<file path="src/rtl/mux_rr_arbiter.sv">
// mux_rr_arbiter
//   Round-robin arbiter in front of a shared N-to-1 mux. One requester is granted
//   at a time. Its W-bit slice of x is streamed to a single consumer over a
//   valid/ready handshake. A grant is released when the requester withdraws or
//   after MAX_HOLD transfers. On release the priority pointer moves just past the
//   released requester, and a new winner is granted in the same cycle.
// Ports
//   clk      : rising-edge clock
//   n_reset  : synchronous active-low reset
//   req      : N request bits
//   x        : packed mux inputs, input i = x[i*W +: W]
//   y_ready  : consumer accepts y this cycle
//   y        : selected data while granted, else 0
//   y_valid  : granted and the granted requester still requests
//   gnt      : registered one-hot grant (zero when idle)
//   sel      : registered mux select, index of the gnt bit
//   busy     : arbiter is in the GRANT state
module mux_rr_arbiter #(
  parameter int N        = 8,
  parameter int W        = 1,
  parameter int MAX_HOLD = 4
) (
  input  logic                                 clk,
  input  logic                                 n_reset,
  input  logic [N-1:0]                         req,
  input  logic [N*W-1:0]                       x,
  input  logic                                 y_ready,
  output logic [W-1:0]                         y,
  output logic                                 y_valid,
  output logic [N-1:0]                         gnt,
  output logic [((N > 1) ? $clog2(N) : 1)-1:0] sel,
  output logic                                 busy
);

  localparam int SW = (N > 1) ? $clog2(N) : 1;
  localparam int HW = (MAX_HOLD > 1) ? $clog2(MAX_HOLD) : 1;

  typedef enum logic {IDLE, GRANT} state_t;

  state_t         state, state_n;
  logic [SW-1:0]  ptr, ptr_n;
  logic [HW-1:0]  hold_cnt, hold_n;
  logic [N-1:0]   gnt_n;
  logic [SW-1:0]  sel_n;

  logic           xfer;
  logic           release_g;
  logic [SW-1:0]  sel_inc;
  logic [SW-1:0]  scan_ptr;
  logic           found;
  logic [SW-1:0]  win;

  // First set request at or after p, with wrap-around. Result is {found, index}.
  function automatic logic [SW:0] find_winner(input logic [N-1:0] r,
                                              input logic [SW-1:0] p);
    logic [SW:0]  res;
    int unsigned  k;
    res = '0;
    for (int unsigned i = 0; i < N; i++) begin
      k = 32'(p) + i;
      if (k >= 32'(N)) k = k - 32'(N);
      if (!res[SW] && r[k[SW-1:0]]) begin
        res = {1'b1, k[SW-1:0]};
      end
    end
    return res;
  endfunction

  always_comb begin
    busy    = (state == GRANT);
    y_valid = busy && req[sel];
    y       = busy ? x[int'(sel)*W +: W] : '0;
  end

  always_comb begin
    xfer      = y_valid && y_ready;
    sel_inc   = (sel == SW'(N - 1)) ? '0 : sel + 1'b1;
    // A withdrawal takes precedence: if req[sel] is low there is no transfer,
    // so the quota condition cannot also fire.
    release_g = busy && (!req[sel] || (xfer && hold_cnt == HW'(MAX_HOLD - 1)));
    // On release the search already uses the advanced pointer. This gives a
    // back-to-back regrant with no idle bubble.
    scan_ptr  = release_g ? sel_inc : ptr;
    {found, win} = find_winner(req, scan_ptr);
  end

  always_comb begin
    state_n = state;
    gnt_n   = gnt;
    sel_n   = sel;
    ptr_n   = ptr;
    hold_n  = hold_cnt;
    unique case (state)
      IDLE: begin
        if (found) begin
          state_n = GRANT;
          gnt_n   = {{(N-1){1'b0}}, 1'b1} << win;
          sel_n   = win;
          hold_n  = '0;
        end
      end
      GRANT: begin
        if (release_g) begin
          ptr_n  = sel_inc;
          hold_n = '0;
          if (found) begin
            gnt_n = {{(N-1){1'b0}}, 1'b1} << win;
            sel_n = win;
          end else begin
            state_n = IDLE;
            gnt_n   = '0;
            sel_n   = '0;
          end
        end else if (xfer) begin
          hold_n = hold_cnt + 1'b1;
        end
      end
      default: state_n = IDLE;
    endcase
  end

  always_ff @(posedge clk) begin
    if (!n_reset) begin
      state    <= IDLE;
      gnt      <= '0;
      sel      <= '0;
      ptr      <= '0;
      hold_cnt <= '0;
    end else begin
      state    <= state_n;
      gnt      <= gnt_n;
      sel      <= sel_n;
      ptr      <= ptr_n;
      hold_cnt <= hold_n;
    end
  end

endmodule

</file>
<file path="config.mk">
export PLATFORM = sky130hd
export DESIGN_NAME = mux_rr_arbiter
export DESIGN_NICKNAME = d
export VERILOG_FILES = /design/src/rtl/mux_rr_arbiter.sv
export SDC_FILE = /design/constraint.sdc
export NUM_CORES = 1
export LEC_CHECK = 0
export CORE_MARGIN = 10
export CORE_UTILIZATION = 56
export DETAILED_ROUTE_END_ITERATION = 12
export PLACE_DENSITY = 0.82
export SKIP_LAST_GASP = 1
export SLEW_MARGIN = 20
export SYNTH_ARGS = -nofsm -noshare
export SYNTH_HDL_FRONTEND = slang
export SYNTH_SLANG_ARGS = --single-unit
export TNS_END_PERCENT = 20
</file>
<file path="constraint.sdc">
create_clock -name clk -period 9.4 [get_ports clk]
set_input_delay 2.82 -clock clk [delete_from_list [all_inputs] [get_ports clk]]
set_output_delay 2.82 -clock clk [all_outputs]
set_load 0.01 [all_outputs]
</file>
; ---- After elaboration in Yosys (flattened, before gate mapping)
; Cells that the tools add are included.
[word_totals]
mem_bits_rw = 0
rom_bits = 0
latch_bits = 0
inputBits = 19
mem_count = 0
word_cells = 121
output_inout_bits = 14
register_bits = 17
[op_classes]
n_lt_le_gt_ge = 17
addsub = 17
n_reduce_logical = 22
shifts = 2
n_div = 0
n_mux = 52
n_bitwise = 1
n_eq_ne = 5
mul = 0
[ops]
columns = cell, n
row1 = $mux W3, 13
row2 = $lt A3 B4 Y1 const B, 9
row3 = $mux W4, 8
row4 = $ge A4 B4 Y1 const B, 7
row5 = $bmux W1 S3, 9
row6 = $mux W8, 3
row7 = $sub A3 B1 Y3 const B, 8
row8 = $add A3 B3 Y4 const B, 4
row9 = $pmux W8 S2, 1
row10 = $mux W1, 12
row11 = $logic_and A1 B1 Y1, 11
row12 = $add A3 B2 Y4 const B, 2
row13 = $logic_not A1 Y1, 8
row14 = $shiftx A8 B4 Y1, 1
row15 = $shl A1 B3 Y8 const A, 1
row16 = $mux W2, 3
row17 = $pmux W3 S2, 1
row18 = $add A3 B1 Y4 const B, 1
row19 = $ge A3 B4 Y1 const B, 1
row20 = $pmux W2 S2, 1
row21 = $reduce_and A2 Y1, 2
row22 = $add A3 B1 Y3 const B, 1
row23 = $eq A3 B3 Y1 const B, 1
row24 = $ne A3 B1 Y1 const B, 1
row25 = other kinds (7), 7

; ---- Depth between registers and ports, before layout
[logic_depth]
ltp_word = 38
ltp_mapped = 20
depth_no_buf = 17

; ---- Worst setup path after synthesis
; OpenSTA, ideal clock, no wires.
[synth_timing]
path_kind = input -> register
startpoint = input req[1]
endpoint = register gnt[0]
setup_slack_ps = 1633
t_arrival_ps = 7650
setup_time_ps = 117
t_required_ps = 9283
cell_stages = 19
n_path_buf = 4
path_cell_list = buf_1 mux2i_1 mux4_2 buf_6 o21ai_4 mux2i_1 inv_1 clkbuf_1 ha_1 clkbuf_1 and4b_1 a2111oi_0 and3_1 mux4_2 nand3b_4 or4b_1 a32oi_1 nor2_1 a32o_1
[synth_between]
elab_chain_cells = 38
elab_cells_between_ends = 86
classes_between = add/sub (15) / order compare (8) / eq/ne (2) / shift (1) / mux (39) / reduce/logical (21)
[synth_rtl]
columns = item, line
row1 = start: declaration, 25  ; input logic [N-1:0] req,
row2 = $bmux W1 S3 *, "71, 80"
row3 = $mux W1 (implied by the code) *, "71, 80"
row4 = $logic_and A1 B1 Y1, 71  ; y_valid = busy && req[sel];
row5 = $logic_and A1 B1 Y1, 76  ; xfer = y_valid && y_ready;
row6 = $logic_and A1 B1 Y1, 80  ; release_g = busy && (!req[sel] || (xfer && hold_cnt == HW'(MAX_HOLD - 1)));
row7 = $logic_or A1 B1 Y1 *, 80
row8 = $logic_and A1 B1 Y1 *, 80
row9 = $mux W3 *, --
row10 = named net scan_ptr[1], 49  ; logic [SW-1:0] scan_ptr;
row11 = "parallel branches: the longest is 25 deep, another holds $add A3 B1 Y4", --
row12 = $mux W4 *, 62  ; if (!res[SW] && r[k[SW-1:0]]) begin
row13 = $shl A1 B3 Y8, "97, 107"
row14 = $mux W8, 106  ; if (found) begin
row15 = $mux W8, 103  ; if (release_g) begin
row16 = $pmux W8 S2, 93  ; unique case (state)
row17 = end signal: assignment, 131  ; gnt <= gnt_n;
row18 = end: declaration, 30  ; output logic [N-1:0] gnt,
; Mark *: on every way through the listed nets, which the timed path passes. The select of a mux whose other input is x is not followed.
; A chain may end at the register's enable or synchronous reset.

; ---- Final worst setup path
[layout_timing]
startpoint = input req[7]
endpoint = register gnt[1]
[layout_between]
elab_chain_cells = 38
elab_cells_between_ends = 86
classes_between = add/sub (15) / order compare (8) / eq/ne (2) / shift (1) / mux (39) / reduce/logical (21)
[layout_rtl]
columns = item
row1 = "parallel branches: the longest is 38 deep, another holds $add A3 B1 Y4"
; Several ways; the timed one is not identified. The select of a mux whose other input is x is not followed.

==> metrics.csv <==
metric,value,unit
via_count,2303,
post-route-period-util,89.5,%
antenna_cells,0,
drv_slew,0,
area_growth,14.3,%
grt_max_degree,25,
maxCapViolCount,0,
ys_types,63,
r2r_slack,3440,ps
synthArstFlopShare,0,%
relSlewSlack,39.5,%
power,0.895,mW
synth.most_common_cell,mux2i_1,
worstPathCellList,clkdlybuf4s50_1 > mux2i_1 > mux4_2 > o21ai_4 > mux2i_1 > buf_4 > inv_1 > ha_1 > and4b_1 > a2111oi_0 > and3_1 > mux4_2 > nand3b_4 > or3_1 > o21ai_1 > and2_1 > a32o_1,
avgSynthCellArea,8.15,sq um
hold_buffers,0,
worstHoldPathCells,1,
yosysTopAreaCell,mux2i_1,
hp-class,register to register,
grt_pass1_wl,10600,um
clk_latency,260,ps
gp_congestion,0.980,
htree_levels,1,
post_cts_buffers,0,
antenna_found_initial,0,
setup_viol,0,
path_class,primary input to register,
clockBufferDepth,2,
io-pin-count,33,
die_h,84.2,um
numCtsBuffers,3,
drt_iter0_drc,281,
r2r-end,gnt[1],
status,"complete, no violations",
drive_above_1_share,9.06,%
dp_hpwl,4850,um
synth_seq_area_share,14.8,%
crit_required,9600,ps
synth-main-ff-cell,dfxtp_1,
synth-edff-count,0,
start_util,57.7,%
yosys-top-cells-count,"mux2i_1, nand2_1, nor2_1",
synth_top_area_share,16.1,%
viasPerCell,6.62,
drc,0,
leakagePower,1.05,nW
nets,323,
cts_tree,built,
holdCritStartpoint,gnt[4],
first_pass_iters,5,
netlist_area,2310,sq um
fill_cells,353,
path_clk_slew,60,ps
startpoint,req[7],
die_area,7090,sq um
critPathLaunchType,primary input,
reg2reg_from,sel[0],
yosys_warnings,0,
synthTopCellsByArea,"mux2i_1, dfxtp_1, nand2_1, mux4_2, a32o_1",
period_needed,8420,ps
tightest_slew,882,ps
slowest_stage,mux4_2,
detail-route-antenna-nets,0,
rr_worst_depth,16,
synthCells,283,
wl,6320,um
track_usage,17.2,%
fin_skew,2.08,ps
chipWidth,84.2,um
hold-path-endpoint,gnt[4],
io_buffers,32,
power_density,340,nW/um^2
crit_fanout,17,
overflow,0,
cts_resized,0,
peakVddDrop,216,uV
cp.arrival,8610,ps
hold_violations,0,
endpoint_kind,register,
syn_nets,307,
cts.sinks,17,
cts_root_buf,clkbuf_8,
wire_per_inst,18.2,um
tns,0,ps
cpPeakStageDelay,720,ps
grt_pass1_vias,2109,
max_freq,119,MHz
ys_ff_latch,17,
core,4000,sq um
rsz0062_at_grt,false,
num_rows,23,
## per-layer routing
| metal | GRT usage [%] | wire length (um) |
|---|---|---|
| met4 | 4.87 | 108 |
| met3 | 3.48 | 464 |
| met2 | 27.8 | 3000 |
| met1 | 22.6 | 2750 |
| met5 | 0 | 0 |
## worst max-delay path: cells and delay by family
kind | cells | cell delay, ps
muxes | 4 | 1610
and+or+nand+nor | 5 | 1540
adders and majority gates | 1 | 360
AOI/OAI and AO/OA | 4 | 1190
buffers and inverters | 3 | 1060
## area by class of cell
type / count / area (sq um) / area share (%)
well taps: 50 / 62.6 / 2.37
repair buffers: 34 / 335 / 12.7
multi-input cells: 238 / 1830 / 69.6
flip-flops and latches: 17 / 340 / 12.9
inverters: 5 / 18.8 / 0.712
clock buffers: 4 / 45.0 / 1.71
## power breakdown
group	total, mW	internal (mW)	switching (mW)
combinational	0.718	0.315	0.403
clock	0.0547	0.0301	0.0245
sequential	0.123	0.0921	0.0310
## registers in the layout (all words and copies together), names as in the netlist
name	flops
hold_cnt	2
busy	1
sel	3
ptr	3
gnt	8
## worst max-delay path by stage
stage | endpoint | slack, ps | depth (start not counted)
global placement | gnt[6] | 940 | 17
detailed placement | gnt[1] | 810 | 17
global route | gnt[5] | 560 | 17
CTS | gnt[1] | 1040 | 17
finish | gnt[1] | 980 | 17
floorplan | gnt[0] | 1630 | 19
## kinds of logic (layout without fill, tap and decap cells)
logic type	count (synthesis)	after routing	synth area share, %
flip-flops	17	17	14.8
adder cells (fa/ha/maj)	5	5	2.71
AO/OA/AOI/OAI	78	78	28.1
AND/OR/NAND/NOR	103	103	22.6
XOR/XNOR	3	3	1.46
multiplexers	49	49	24.6
buffers and inverters	28	43	5.75
## per-stage QoR
stage,instances,hold WS (ps),worst slack [ps],cell area [sq um],utilization (%)
final,348,467,984,2640,65.9
after global routing,348,499,560,2640,65.9
after CTS,348,470,1040,2640,65.9
after detailed placement,344,455,811,2590,64.8
after global placement,344,451,939,2590,64.8
after floorplan,283,511,1630,2310,-
## layout by cell type (no fill, tap or decap), types with 5 or more instances in the layout
| cell | synthesis | final |
|---|---|---|
| clkdlybuf4s50_1 | 0 | 32 |
| a21oi_1 | 8 | 8 |
| and3_1 | 5 | 5 |
| a211oi_1 | 5 | 5 |
| nand2_1 | 34 | 34 |
| o21a_1 | 5 | 5 |
| o22ai_1 | 8 | 8 |
| a32o_1 | 8 | 8 |
| and2_1 | 6 | 6 |
| nor2b_1 | 5 | 5 |
| mux2i_1 | 37 | 37 |
| o21ai_0 | 5 | 5 |
| nor2_1 | 21 | 21 |
| a211o_1 | 5 | 5 |
| dfxtp_1 | 17 | 17 |
| mux4_2 | 5 | 5 |
| mux2_2 | 5 | 5 |
| ha_1 | 5 | 5 |
| inv_1 | 5 | 5 |
| nand3_1 | 12 | 12 |
(Power assumes the default switching activity.)
